## src/rtl/vmu_mem_arb_if.sv

```systemverilog
// Bus bundle for the vector memory unit arbiter:
// engine request/response side plus the single cache port.
interface vmu_mem_arb_if #(
  parameter int NUM_ENG        = 2,
  parameter int ADDR_WIDTH     = 32,
  parameter int REQ_DATA_WIDTH = 32,
  parameter int TICKET_W       = 4,
  parameter int MAX_OUTST      = 8
);
  localparam int ID_W  = $clog2(NUM_ENG);
  localparam int CNT_W = $clog2(MAX_OUTST + 1);

  logic [NUM_ENG-1:0]                eng_req_valid_i;
  logic [NUM_ENG-1:0]                eng_req_ready_o;
  logic [NUM_ENG-1:0]                eng_req_store_i;
  logic [NUM_ENG*ADDR_WIDTH-1:0]     eng_req_addr_i;
  logic [NUM_ENG*REQ_DATA_WIDTH-1:0] eng_req_data_i;
  logic [NUM_ENG*TICKET_W-1:0]       eng_req_ticket_i;

  logic                              mem_req_valid_o;
  logic                              mem_req_ready_i;
  logic                              mem_req_store_o;
  logic [ADDR_WIDTH-1:0]             mem_req_addr_o;
  logic [REQ_DATA_WIDTH-1:0]         mem_req_data_o;
  logic [ID_W+TICKET_W-1:0]          mem_req_ticket_o;

  logic                              mem_resp_valid_i;
  logic [ID_W+TICKET_W-1:0]          mem_resp_ticket_i;
  logic [REQ_DATA_WIDTH-1:0]         mem_resp_data_i;

  logic [NUM_ENG-1:0]                eng_resp_valid_o;
  logic [TICKET_W-1:0]               eng_resp_ticket_o;
  logic [REQ_DATA_WIDTH-1:0]         eng_resp_data_o;

  logic [NUM_ENG*CNT_W-1:0]          outst_o;
  logic                              resp_err_o;
  logic                              idle_o;

  modport slave (
    input  eng_req_valid_i, eng_req_store_i,
    input  eng_req_addr_i, eng_req_data_i,
    input  eng_req_ticket_i, mem_req_ready_i,
    input  mem_resp_valid_i, mem_resp_ticket_i,
    input  mem_resp_data_i,
    output eng_req_ready_o, mem_req_valid_o,
    output mem_req_store_o, mem_req_addr_o,
    output mem_req_data_o, mem_req_ticket_o,
    output eng_resp_valid_o, eng_resp_ticket_o,
    output eng_resp_data_o, outst_o,
    output resp_err_o, idle_o
  );

  modport master (
    output eng_req_valid_i, eng_req_store_i,
    output eng_req_addr_i, eng_req_data_i,
    output eng_req_ticket_i, mem_req_ready_i,
    output mem_resp_valid_i, mem_resp_ticket_i,
    output mem_resp_data_i,
    input  eng_req_ready_o, mem_req_valid_o,
    input  mem_req_store_o, mem_req_addr_o,
    input  mem_req_data_o, mem_req_ticket_o,
    input  eng_resp_valid_o, eng_resp_ticket_o,
    input  eng_resp_data_o, outst_o,
    input  resp_err_o, idle_o
  );
endinterface

```

## src/rtl/vmu_mem_arb.sv

```systemverilog
// Round-robin arbiter of engine memory requests onto one cache
// port, with per-engine load credits and response routing.
module vmu_mem_arb #(
  parameter int NUM_ENG        = 2,
  parameter int ADDR_WIDTH     = 32,
  parameter int REQ_DATA_WIDTH = 32,
  parameter int TICKET_W       = 4,
  parameter int MAX_OUTST      = 8
) (
  input logic          clk,
  input logic          rst_n,
  vmu_mem_arb_if.slave bus
);
  localparam int ID_W  = $clog2(NUM_ENG);
  localparam int CNT_W = $clog2(MAX_OUTST + 1);

  logic [CNT_W-1:0]          outst [NUM_ENG];
  logic [ID_W-1:0]           rr;
  logic [NUM_ENG-1:0]        elig;
  logic [NUM_ENG-1:0]        grant;
  logic [NUM_ENG-1:0]        rdy;
  logic [NUM_ENG-1:0]        inc;
  logic [NUM_ENG-1:0]        hit;
  logic [ID_W-1:0]           gidx;
  logic                      found;
  logic                      load_ok;
  logic                      accept;
  logic                      bad;
  logic                      any_outst;
  logic [ID_W-1:0]           rid;
  logic                      sel_store;
  logic [ADDR_WIDTH-1:0]     sel_addr;
  logic [REQ_DATA_WIDTH-1:0] sel_data;
  logic [TICKET_W-1:0]       sel_ticket;

  logic                      req_valid;
  logic                      req_store;
  logic [ADDR_WIDTH-1:0]     req_addr;
  logic [REQ_DATA_WIDTH-1:0] req_data;
  logic [ID_W+TICKET_W-1:0]  req_ticket;
  logic [NUM_ENG-1:0]        resp_valid;
  logic [TICKET_W-1:0]       resp_ticket;
  logic [REQ_DATA_WIDTH-1:0] resp_data;
  logic                      resp_err;

  always_comb begin
    elig      = '0;
    any_outst = 1'b0;
    for (int g = 0; g < NUM_ENG; g++) begin
      elig[g] = bus.eng_req_valid_i[g] &
                (bus.eng_req_store_i[g] |
                 (outst[g] < CNT_W'(MAX_OUTST)));
      any_outst = any_outst | (outst[g] != '0);
    end
  end

  // Search upward from rr, wrapping past the top engine.
  always_comb begin
    int j;
    grant = '0;
    gidx  = '0;
    found = 1'b0;
    for (int i = 0; i < NUM_ENG; i++) begin
      j = int'(rr) + i;
      if (j >= NUM_ENG) j = j - NUM_ENG;
      if (!found && elig[j]) begin
        found    = 1'b1;
        gidx     = ID_W'(j);
        grant[j] = 1'b1;
      end
    end
  end

  always_comb begin
    sel_store  = 1'b0;
    sel_addr   = '0;
    sel_data   = '0;
    sel_ticket = '0;
    for (int g = 0; g < NUM_ENG; g++) begin
      if (grant[g]) begin
        sel_store  = bus.eng_req_store_i[g];
        sel_addr   = bus.eng_req_addr_i[g*ADDR_WIDTH +: ADDR_WIDTH];
        sel_data   = bus.eng_req_data_i[g*REQ_DATA_WIDTH +: REQ_DATA_WIDTH];
        sel_ticket = bus.eng_req_ticket_i[g*TICKET_W +: TICKET_W];
      end
    end
  end

  assign load_ok = ~req_valid | bus.mem_req_ready_i;
  assign rdy     = grant & {NUM_ENG{load_ok & rst_n}};
  assign accept  = |rdy;
  assign inc     = rdy & ~bus.eng_req_store_i;
  assign rid     = bus.mem_resp_ticket_i[TICKET_W +: ID_W];

  // A response only counts if its engine really has a load in flight.
  always_comb begin
    hit = '0;
    for (int g = 0; g < NUM_ENG; g++) begin
      hit[g] = bus.mem_resp_valid_i &
               (rid == ID_W'(g)) & (outst[g] != '0);
    end
  end

  assign bad = bus.mem_resp_valid_i & ~|hit;

  always_ff @(posedge clk or negedge rst_n) begin
    if (!rst_n) begin
      req_valid  <= 1'b0;
      req_store  <= 1'b0;
      req_addr   <= '0;
      req_data   <= '0;
      req_ticket <= '0;
      rr         <= '0;
    end else if (accept) begin
      req_valid  <= 1'b1;
      req_store  <= sel_store;
      req_addr   <= sel_addr;
      req_data   <= sel_data;
      req_ticket <= {gidx, sel_ticket};
      rr         <= (gidx == ID_W'(NUM_ENG - 1)) ? '0 : gidx + 1'b1;
    end else if (bus.mem_req_ready_i) begin
      req_valid  <= 1'b0;
    end
  end

  always_ff @(posedge clk or negedge rst_n) begin
    if (!rst_n) begin
      for (int g = 0; g < NUM_ENG; g++) outst[g] <= '0;
    end else begin
      for (int g = 0; g < NUM_ENG; g++) begin
        unique case ({inc[g], hit[g]})
          2'b10:   outst[g] <= outst[g] + 1'b1;
          2'b01:   outst[g] <= outst[g] - 1'b1;
          default: outst[g] <= outst[g];
        endcase
      end
    end
  end

  always_ff @(posedge clk or negedge rst_n) begin
    if (!rst_n) begin
      resp_valid  <= '0;
      resp_ticket <= '0;
      resp_data   <= '0;
      resp_err    <= 1'b0;
    end else begin
      resp_valid <= hit;
      if (bus.mem_resp_valid_i) begin
        resp_ticket <= bus.mem_resp_ticket_i[TICKET_W-1:0];
        resp_data   <= bus.mem_resp_data_i;
      end
      if (bad) resp_err <= 1'b1;
    end
  end

  always_comb begin
    bus.outst_o = '0;
    for (int g = 0; g < NUM_ENG; g++) begin
      bus.outst_o[g*CNT_W +: CNT_W] = outst[g];
    end
  end

  assign bus.eng_req_ready_o   = rdy;
  assign bus.mem_req_valid_o   = req_valid;
  assign bus.mem_req_store_o   = req_store;
  assign bus.mem_req_addr_o    = req_addr;
  assign bus.mem_req_data_o    = req_data;
  assign bus.mem_req_ticket_o  = req_ticket;
  assign bus.eng_resp_valid_o  = resp_valid;
  assign bus.eng_resp_ticket_o = resp_ticket;
  assign bus.eng_resp_data_o   = resp_data;
  assign bus.resp_err_o        = resp_err;
  assign bus.idle_o = ~any_outst & ~req_valid &
                      ~|bus.eng_req_valid_i;
endmodule

```

## src/flat_wrapper.sv

```systemverilog
// flat-port wrapper written by rule: the top's interface ports become plain ports
module vmu_mem_arb_flat 
#(
  parameter int NUM_ENG        = 2,
  parameter int ADDR_WIDTH     = 32,
  parameter int REQ_DATA_WIDTH = 32,
  parameter int TICKET_W       = 4,
  parameter int MAX_OUTST      = 8
)
  (clk, rst_n, bus_eng_req_valid_i, bus_eng_req_store_i, bus_eng_req_addr_i, bus_eng_req_data_i, bus_eng_req_ticket_i, bus_mem_req_ready_i, bus_mem_resp_valid_i, bus_mem_resp_ticket_i, bus_mem_resp_data_i, bus_eng_req_ready_o, bus_mem_req_valid_o, bus_mem_req_store_o, bus_mem_req_addr_o, bus_mem_req_data_o, bus_mem_req_ticket_o, bus_eng_resp_valid_o, bus_eng_resp_ticket_o, bus_eng_resp_data_o, bus_outst_o, bus_resp_err_o, bus_idle_o);
  vmu_mem_arb_if #(.NUM_ENG(NUM_ENG), .ADDR_WIDTH(ADDR_WIDTH), .REQ_DATA_WIDTH(REQ_DATA_WIDTH), .TICKET_W(TICKET_W), .MAX_OUTST(MAX_OUTST)) bus_i ();
  input logic clk;
  input logic rst_n;
  input wire logic [$bits(bus_i.eng_req_valid_i)-1:0] bus_eng_req_valid_i;
  input wire logic [$bits(bus_i.eng_req_store_i)-1:0] bus_eng_req_store_i;
  input wire logic [$bits(bus_i.eng_req_addr_i)-1:0] bus_eng_req_addr_i;
  input wire logic [$bits(bus_i.eng_req_data_i)-1:0] bus_eng_req_data_i;
  input wire logic [$bits(bus_i.eng_req_ticket_i)-1:0] bus_eng_req_ticket_i;
  input wire logic [$bits(bus_i.mem_req_ready_i)-1:0] bus_mem_req_ready_i;
  input wire logic [$bits(bus_i.mem_resp_valid_i)-1:0] bus_mem_resp_valid_i;
  input wire logic [$bits(bus_i.mem_resp_ticket_i)-1:0] bus_mem_resp_ticket_i;
  input wire logic [$bits(bus_i.mem_resp_data_i)-1:0] bus_mem_resp_data_i;
  output wire logic [$bits(bus_i.eng_req_ready_o)-1:0] bus_eng_req_ready_o;
  output wire logic [$bits(bus_i.mem_req_valid_o)-1:0] bus_mem_req_valid_o;
  output wire logic [$bits(bus_i.mem_req_store_o)-1:0] bus_mem_req_store_o;
  output wire logic [$bits(bus_i.mem_req_addr_o)-1:0] bus_mem_req_addr_o;
  output wire logic [$bits(bus_i.mem_req_data_o)-1:0] bus_mem_req_data_o;
  output wire logic [$bits(bus_i.mem_req_ticket_o)-1:0] bus_mem_req_ticket_o;
  output wire logic [$bits(bus_i.eng_resp_valid_o)-1:0] bus_eng_resp_valid_o;
  output wire logic [$bits(bus_i.eng_resp_ticket_o)-1:0] bus_eng_resp_ticket_o;
  output wire logic [$bits(bus_i.eng_resp_data_o)-1:0] bus_eng_resp_data_o;
  output wire logic [$bits(bus_i.outst_o)-1:0] bus_outst_o;
  output wire logic [$bits(bus_i.resp_err_o)-1:0] bus_resp_err_o;
  output wire logic [$bits(bus_i.idle_o)-1:0] bus_idle_o;
  assign bus_i.eng_req_valid_i = bus_eng_req_valid_i;
  assign bus_i.eng_req_store_i = bus_eng_req_store_i;
  assign bus_i.eng_req_addr_i = bus_eng_req_addr_i;
  assign bus_i.eng_req_data_i = bus_eng_req_data_i;
  assign bus_i.eng_req_ticket_i = bus_eng_req_ticket_i;
  assign bus_i.mem_req_ready_i = bus_mem_req_ready_i;
  assign bus_i.mem_resp_valid_i = bus_mem_resp_valid_i;
  assign bus_i.mem_resp_ticket_i = bus_mem_resp_ticket_i;
  assign bus_i.mem_resp_data_i = bus_mem_resp_data_i;
  assign bus_eng_req_ready_o = bus_i.eng_req_ready_o;
  assign bus_mem_req_valid_o = bus_i.mem_req_valid_o;
  assign bus_mem_req_store_o = bus_i.mem_req_store_o;
  assign bus_mem_req_addr_o = bus_i.mem_req_addr_o;
  assign bus_mem_req_data_o = bus_i.mem_req_data_o;
  assign bus_mem_req_ticket_o = bus_i.mem_req_ticket_o;
  assign bus_eng_resp_valid_o = bus_i.eng_resp_valid_o;
  assign bus_eng_resp_ticket_o = bus_i.eng_resp_ticket_o;
  assign bus_eng_resp_data_o = bus_i.eng_resp_data_o;
  assign bus_outst_o = bus_i.outst_o;
  assign bus_resp_err_o = bus_i.resp_err_o;
  assign bus_idle_o = bus_i.idle_o;
  vmu_mem_arb #(.NUM_ENG(NUM_ENG), .ADDR_WIDTH(ADDR_WIDTH), .REQ_DATA_WIDTH(REQ_DATA_WIDTH), .TICKET_W(TICKET_W), .MAX_OUTST(MAX_OUTST)) u_core (.clk(clk), .rst_n(rst_n), .bus(bus_i));
endmodule
```

## config.mk

```make
export PLATFORM = sky130hd
export DESIGN_NAME = vmu_mem_arb_flat
export DESIGN_NICKNAME = d
export VERILOG_FILES = /design/src/rtl/vmu_mem_arb_if.sv /design/src/rtl/vmu_mem_arb.sv /design/src/flat_wrapper.sv
export SDC_FILE = /design/constraint.sdc
export NUM_CORES = 1
export LEC_CHECK = 0
export ABC_AREA = 0
export BUFFER_PORTS_ARGS = -buffer_cell sky130_fd_sc_hd__buf_2
export CAP_MARGIN = 20
export CORE_AREA = 4 4 116 118
export CTS_BUF_LIST = sky130_fd_sc_hd__clkbuf_8
export CTS_CLUSTER_SIZE = 14
export DETAILED_ROUTE_END_ITERATION = 7
export DIE_AREA = 0 0 120 122
export PLACE_DENSITY = 0.79
export SKIP_CTS_REPAIR_TIMING = 1
export SLEW_MARGIN = 20
export SYNTH_ARGS = -nofsm -noshare
export SYNTH_HDL_FRONTEND = slang
export SYNTH_SLANG_ARGS = --single-unit
```

## constraint.sdc

```tcl
create_clock -name clk -period 4.5 [get_ports clk]
set_input_delay 0.675 -clock clk [delete_from_list [all_inputs] [get_ports clk]]
set_output_delay 0.675 -clock clk [all_outputs]
set_load 0.02 [all_outputs]
```

==> results.json, run 1 <==
{
  "post-route-min-period_ns": 2.61,
  "final-setup-viol-count": 0,
  "port_buffers": 301,
  "track_usage": 0.199,
  "cts-buffers-inserted": 17,
  "ff2ff_path_depth": 9,
  "worst_hold_path_type": "input port to async pin",
  "area_growth_syn_to_layout_pct": 36.1,
  "synth.cells.most_frequent": "dfrtp_1, mux2_2, a22o_1",
  "crit_end": "bus_idle_o",
  "critical_path.endpoint_type": "output pin",
  "clockRootBuffer": "clkbuf_8",
  "setup_ws_ns": 1.89,
  "post-synth-top-count-cell": "dfrtp_1",
  "synth_cell_type_count": 39,
  "clk_pin_slew_worst_paths_ns": 0.07,
  "synthesis_stage_register_bit_count": 119,
  "ctsLongestPathBuffers": 2,
  "worstMarginPinSlew_ns": 0.966,
  "post-dp-hpwl_um": 11100,
  "route.vias.total": 4455,
  "critical_path_peak_fanout": 7,
  "critPathRequiredTime_ns": 3.83,
  "synth-edff-count": 0,
  "detail-route-antenna-nets": 0,
  "post-route-period-util": 0.580,
  "setup_tns_ns": 0,
  "worstReg2RegStart": "u_core.bus.outst_o[5]$_DFFE_PN0P_",
  "startpoint_type": "flop",
  "cts-htree-levels": 4,
  "layout-drive-gt1-share": 0.638,
  "fillerInstances": 1023,
  "max_cap_violations": 0,
  "syn_avg_cell_area_sq_um": 14.0,
  "coreArea_sq_mm": 0.0125,
  "die_width_um": 120,
  "worst_slew_margin_rel": 0.356,
  "viasPerCell": 5.12,
  "num_io_pins": 302,
  "setup.worst_path.class": "flop to output pin",
  "first_global_vias": 4838,
  "postSynth.asyncResetShare": 1.00,
  "yosys_most_used_dff": "dfrtp_1",
  "die_h_um": 122,
  "timing.clock.skew_ns": 0.0109,
  "tritoncts_num_sinks": 119,
  "share_of_synthesized_area_occupied_by_flip_flops_and_latches": 0.549,
  "num_rows": 41,
  "initialDrtViolationCount": 161,
  "synthDominantAreaCellType": "dfrtp_1",
  "fmax_mhz": 383,
  "drtPass1Iterations": 4,
  "outcome": "complete, no violations",
  "global_route_wire_length_before_repair_um": 22900,
  "timing.critical_path.from": "u_core.bus.outst_o[5]$_DFFE_PN0P_",
  "placement.setup.worst_slack_ns": 1.68,
  "grt_setup_unrepaired": "false",
  "hold_viol": 0,
  "initial_core_util": 0.435,
  "cellLeakagePower_nw": 3.84,
  "post_synth_inst_count": 387,
  "overflow": 0,
  "routed_wl_um": 14800,
  "place.gp.congestion": 0.851,
  "mappedNetlistNets": 574,
  "netlist_top_cells_area": "dfrtp_1, mux2_2, a22o_1",
  "cts_tree": "built",
  "drt-wirelength-per-cell_um": 17.0,
  "finalNetCount": 872,
  "initial_antenna_violation_count": 0,
  "timing_max_transition_violations_final": 0,
  "insertion_delay_ns": 0.43,
  "syn_area_sq_mm": 0.00542,
  "fp.dieArea_sq_mm": 0.0146,
  "grt_start_max_net_pins": 70,
  "num_antenna_cells": 0,
  "reg2reg_setup_slack_ns": 1.94,
  "drt_drc_violations_left": 0,
  "power_density_of_the_placed_cells_mw_per_mm2": 577,
  "vdd.ir_drop.worst_uv": 251,
  "synth_warnings": 0,
  "rr_endpoint": "u_core.bus.outst_o[6]$_DFFE_PN0P_",
  "post-synth-top-area-fraction": 0.549,
  "crit_arrival_ns": 1.93
}
-- metrics by stage --
stage	instance area [sq um]	instances	utilization	hold WS, ns	power, mW
after floorplan	5420	387	-	0.379	2.83
after global placement	7050	838	0.565	0.472	3.42
after detailed placement	7050	838	0.565	0.469	3.50
after CTS	7380	870	0.592	0.393	4.32
after global routing	7380	870	0.592	0.436	4.51
final	7380	870	0.592	0.383	4.26
-- per-layer routing --
| metal | GRT usage | vias up | part of all wire |
|---|---|---|---|
| met3 | 0.0775 | 27 | 0.10 |
| met4 | 0.0880 | 0 | 0.023 |
| li1 | - | 2058 | - |
| met1 | 0.217 | 2140 | 0.37 |
| met2 | 0.343 | 230 | 0.50 |
| met5 | 0 | - | 0 |
-- critical path, stage by stage, from the launching register on --
cell     delay [ns]
dfrtp_1        0.46
or4_1          0.57
nor4_1         0.17
and2_1         0.15
buf_2          0.16
-- worst min path at each step --
stage               slack [ns]  cells after the start                               from                                         to
floorplan                 0.38                      0                              rst_n  u_core.bus.eng_resp_data_o[0]$_DFFE_PN0P_
global placement          0.47                      2  u_core.bus.resp_err_o$_DFFE_PN0P_          u_core.bus.resp_err_o$_DFFE_PN0P_
detailed placement        0.47                      2  u_core.bus.resp_err_o$_DFFE_PN0P_          u_core.bus.resp_err_o$_DFFE_PN0P_
CTS                       0.39                      2                              rst_n          u_core.bus.outst_o[5]$_DFFE_PN0P_
global route              0.44                      2                              rst_n          u_core.bus.outst_o[5]$_DFFE_PN0P_
finish                    0.38                      2                              rst_n  u_core.bus.eng_resp_data_o[7]$_DFFE_PN0P_
-- area by class of cell --
cell class	count	area, sq um	share of cell area
multi-input combinational	236	2290	0.310
inverter	5	18.8	0.00254
clock buffer	19	262	0.0354
sequential	119	2980	0.404
tap	172	215	0.0292
timing repair buffer	306	1550	0.210
clock inverter	13	67.6	0.00916
-- sequential cells by signal, summed over array words and instances, names as in the netlist --
name and flops:
u_core.bus.resp_err_o 1, u_core.bus.mem_req_ticket_o 5, u_core.rr 1, u_core.bus.eng_resp_ticket_o 4, u_core.bus.mem_req_store_o 1, u_core.bus.mem_req_addr_o 32
u_core.bus.eng_resp_valid_o 2, u_core.bus.mem_req_data_o 32, u_core.bus.mem_req_valid_o 1, u_core.bus.eng_resp_data_o 32, u_core.bus.outst_o 8
-- cell families (layout without fill, tap and decap cells) --
group           count (synthesis)  after routing  synth area share
simple gates                   29             29            0.0332
flops                         119            119             0.549
buf+inv                        32            343            0.0318
xor+xnor                       10             10            0.0162
mux                           108            108             0.224
compound gates                 83             83             0.132
fa+ha+maj                       6              6            0.0138
-- cell usage in the layout (no fill, tap or decap), drive strengths merged, types with 5 or more instances in the layout --
master and instances:
clkinv 6, a22o 68, ha 6, nand2b 5, mux2 106, inv 9
buf 306, dfrtp 119, clkbuf 19, xor2 7
-- report_power, final --
part	switching [mW]	leakage, nW	internal, mW	total [mW]
clock	0.399	0.182	0.394	0.793
combinational	1.02	2.20	0.766	1.79
sequential	0.244	1.46	1.43	1.68
Power figures use the tool's default switching activity.
==> run 2: changes to the inputs <==
--- a/config.mk
+++ b/config.mk
@@ -5,15 +5,16 @@
 export SDC_FILE = /design/constraint.sdc
 export NUM_CORES = 1
 export LEC_CHECK = 0
-export ABC_AREA = 0
+export ABC_AREA = 1
 export BUFFER_PORTS_ARGS = -buffer_cell sky130_fd_sc_hd__buf_2
 export CAP_MARGIN = 20
-export CORE_AREA = 4 4 116 118
+export CORE_ASPECT_RATIO = 1.25
+export CORE_MARGIN = 4
+export CORE_UTILIZATION = 43
 export CTS_BUF_LIST = sky130_fd_sc_hd__clkbuf_8
 export CTS_CLUSTER_SIZE = 14
 export DETAILED_ROUTE_END_ITERATION = 7
-export DIE_AREA = 0 0 120 122
-export PLACE_DENSITY = 0.79
+export PLACE_DENSITY = 0.8
 export SKIP_CTS_REPAIR_TIMING = 1
 export SLEW_MARGIN = 20
 export SYNTH_ARGS = -nofsm -noshare
==> constraint.sdc (replaced) <==
create_clock -name clk -period 2.4 [get_ports clk]
set_input_delay 0.36 -clock clk [delete_from_list [all_inputs] [get_ports clk]]
set_output_delay 0.36 -clock clk [all_outputs]
set_load 0.02 [all_outputs]
==> results.json, run 2 <==
{
  "post_synth_inst_count": 713,
  "synth_cell_type_count": 25,
  "routed_wl_um": 17400,
  "synthDominantAreaCellType": "dfrtp_1",
  "critPathBufInv": 4,
  "initial_antenna_violation_count": 1,
  "tritoncts_num_sinks": 119,
  "worst_hold_path_type": "input port to async pin",
  "cts_tree": "built",
  "internal-power_mw": 4.93,
  "drt-wirelength-per-cell_um": 14.7,
  "setup.worst_path.class": "flop to flop",
  "cts-htree-levels": 4,
  "final-setup-viol-count": 0,
  "swShare": 0.443,
  "post-place-cells": 1152,
  "fp.dieArea_sq_mm": 0.0155,
  "hold_viol": 0,
  "share_of_synthesized_area_occupied_by_flip_flops_and_latches": 0.511,
  "track_usage": 0.220,
  "syn_area_sq_mm": 0.00583,
  "ctsLongestPathBuffers": 2,
  "max_cap_violations": 0,
  "synth.cells.most_frequent": "nand2_1, nand3_1, dfrtp_1",
  "vdd.ir_drop.worst_uv": 543,
  "clk_pin_slew_worst_paths_ns": 0.08,
  "final_cells": 1186,
  "overflow": 0,
  "critical_path.endpoint_type": "flop",
  "post-route-min-period_ns": 2.18,
  "timing.clock.skew_ns": 0.0110,
  "power.share.sequential": 0.359,
  "num_antenna_cells": 0,
  "placement.setup.worst_slack_ns": 0.119,
  "power_density_of_the_placed_cells_mw_per_mm2": 1130,
  "netlist_top_cells_area": "dfrtp_1, nand2_1, nand3_1",
  "area_growth_syn_to_layout_pct": 34.9,
  "synth-edff-count": 0,
  "fin_util": 0.592,
  "cp_most_frequent_cell": "inv_1",
  "max_stage_delay_ns": 0.37,
  "synth_warnings": 0,
  "timing.critical_path.cells": "inv_1 > o21ai_0 > inv_1 > nand3_2 > inv_1 > nand2_1 > ha_1 > nand2_1 > inv_1 > nor2_2 > ha_1 > a21oi_1 > or2_2 > a31oi_1",
  "post-route-period-util": 0.909,
  "multi_input_comb_area_sq_mm": 0.00256,
  "switching_power_mw": 3.92,
  "post-synth-top-area-fraction": 0.511,
  "coreArea_sq_mm": 0.0133,
  "worstMarginPinSlew_ns": 0.846,
  "syn_avg_cell_area_sq_um": 8.18,
  "post-synth-top-count-cell": "nand2_1",
  "worst_path_max_delay_cell": "dfrtp_1",
  "timing_max_transition_violations_final": 0,
  "critical_path_peak_fanout": 4,
  "mappedNetlistNets": 900,
  "post-dp-hpwl_um": 13200,
  "cts-buffers-inserted": 17,
  "num_io_pins": 302,
  "global_route_wire_length_before_repair_um": 27700,
  "initialDrtViolationCount": 291,
  "layout-drive-gt1-share": 0.389,
  "postSynth.asyncResetShare": 1.00,
  "power.clock.fraction": 0.199,
  "initial_core_util": 0.439,
  "fillerInstances": 1249,
  "clockRootBuffer": "clkbuf_8",
  "startpoint_type": "flop",
  "setup_tns_ns": 0,
  "setup_ws_ns": 0.218,
  "critPathRequiredTime_ns": 2.74,
  "finalNetCount": 1189,
  "grt_start_max_net_pins": 70,
  "synthesis_stage_register_bit_count": 119,
  "fmax_mhz": 458,
  "crit_arrival_ns": 2.52,
  "detail-route-antenna-nets": 0,
  "outcome": "complete, no violations",
  "route.vias.total": 5902,
  "insertion_delay_ns": 0.41,
  "grt_setup_unrepaired": "false",
  "die_h_um": 138,
  "worstReg2RegStart": "u_core.bus.mem_req_valid_o$_DFFE_PN0P_",
  "first_global_vias": 5539,
  "most_frequent_cells_in_the_layout": "nand2_1, buf_2, nand3_1",
  "timing.critical_path.from": "u_core.bus.mem_req_valid_o$_DFFE_PN0P_",
  "port_buffers": 301,
  "seqCellArea_sq_mm": 0.00298,
  "worst_slew_margin_rel": 0.436,
  "drtPass1Iterations": 5,
  "num_rows": 47,
  "cpLargestDelayFamily": "simple AND/OR/NAND/NOR gates",
  "viasPerCell": 4.98,
  "power.share.combinational": 0.442,
  "report.power.total_mw": 8.86,
  "die_width_um": 112,
  "drt_drc_violations_left": 0,
  "cellLeakagePower_nw": 4.62,
  "yosys_most_used_dff": "dfrtp_1",
  "place.gp.congestion": 0.799
}
[run 2: cell count changes after synthesis, sizes merged, moves of 5 or more]
cell,previous run,this run
nand2,2,303
nand3,1,151
mux2,106,36
a22o,68,0
inv,5,25
clkbuf,6,25
xor2,7,1
nand2b,5,0
[run 2: final timing paths]
| kind | end | slack, ns | cells after the start |
|---|---|---|---|
| min in group clk | u_core.bus.mem_req_valid_o$_DFFE_PN0P_ | 0.15 | 2 |
| max reg2reg | u_core.bus.outst_o[6]$_DFFE_PN0P_ | 0.22 | 14 |
| min reg2reg | u_core.bus.mem_req_data_o[17]$_DFFE_PN0P_ | 0.47 | 2 |
| max | u_core.bus.outst_o[6]$_DFFE_PN0P_ | 0.22 | 14 |
| min | u_core.bus.mem_req_addr_o[14]$_DFFE_PN0P_ | 0.09 | 2 |
| max in group asynchronous | u_core.bus.mem_req_addr_o[3]$_DFFE_PN0P_ | 0.97 | 3 |
[run 2: kinds of logic after synthesis]
group,share of synthesized area
mux,0.0695
simple gates,0.338
buf+inv,0.0504
flops,0.511
xor+xnor,0.00451
compound gates,0.0142
fa+ha+maj,0.0129
[run 2: final cells by class]
cell class / count / share of cell area
clock buffers: 17 / 0.0298
clock inverters: 15 / 0.0197
inverters: 25 / 0.0119
multi-input cells: 523 / 0.326
flip-flops and latches: 119 / 0.379
well taps: 171 / 0.0272
repair buffers: 316 / 0.206
[run 2: per-stage QoR]
stage | hold WS [ns] | instance area [sq um]
finish | 0.0912 | 7860
global route | 0.112 | 7860
CTS | 0.0879 | 7840
detailed placement | 0.453 | 7450
global placement | 0.449 | 7450
floorplan | 0.0644 | 5830
[run 2: power groups by stage]
stage	Clock, mW	Combinational, mW	Sequential [mW]
after floorplan	0	1.56	4.11
final	1.76	3.92	3.18
after global placement	0	3.91	3.17
after global routing	1.90	4.33	3.28
after detailed placement	0	3.97	3.20
after CTS	1.81	3.96	3.18
[run 2: per-layer routing]
layer  track usage  part of all wire
met3        0.0586             0.093
met5             0           0.00075
met1         0.268              0.38
met2         0.370              0.49
met4        0.0905             0.034
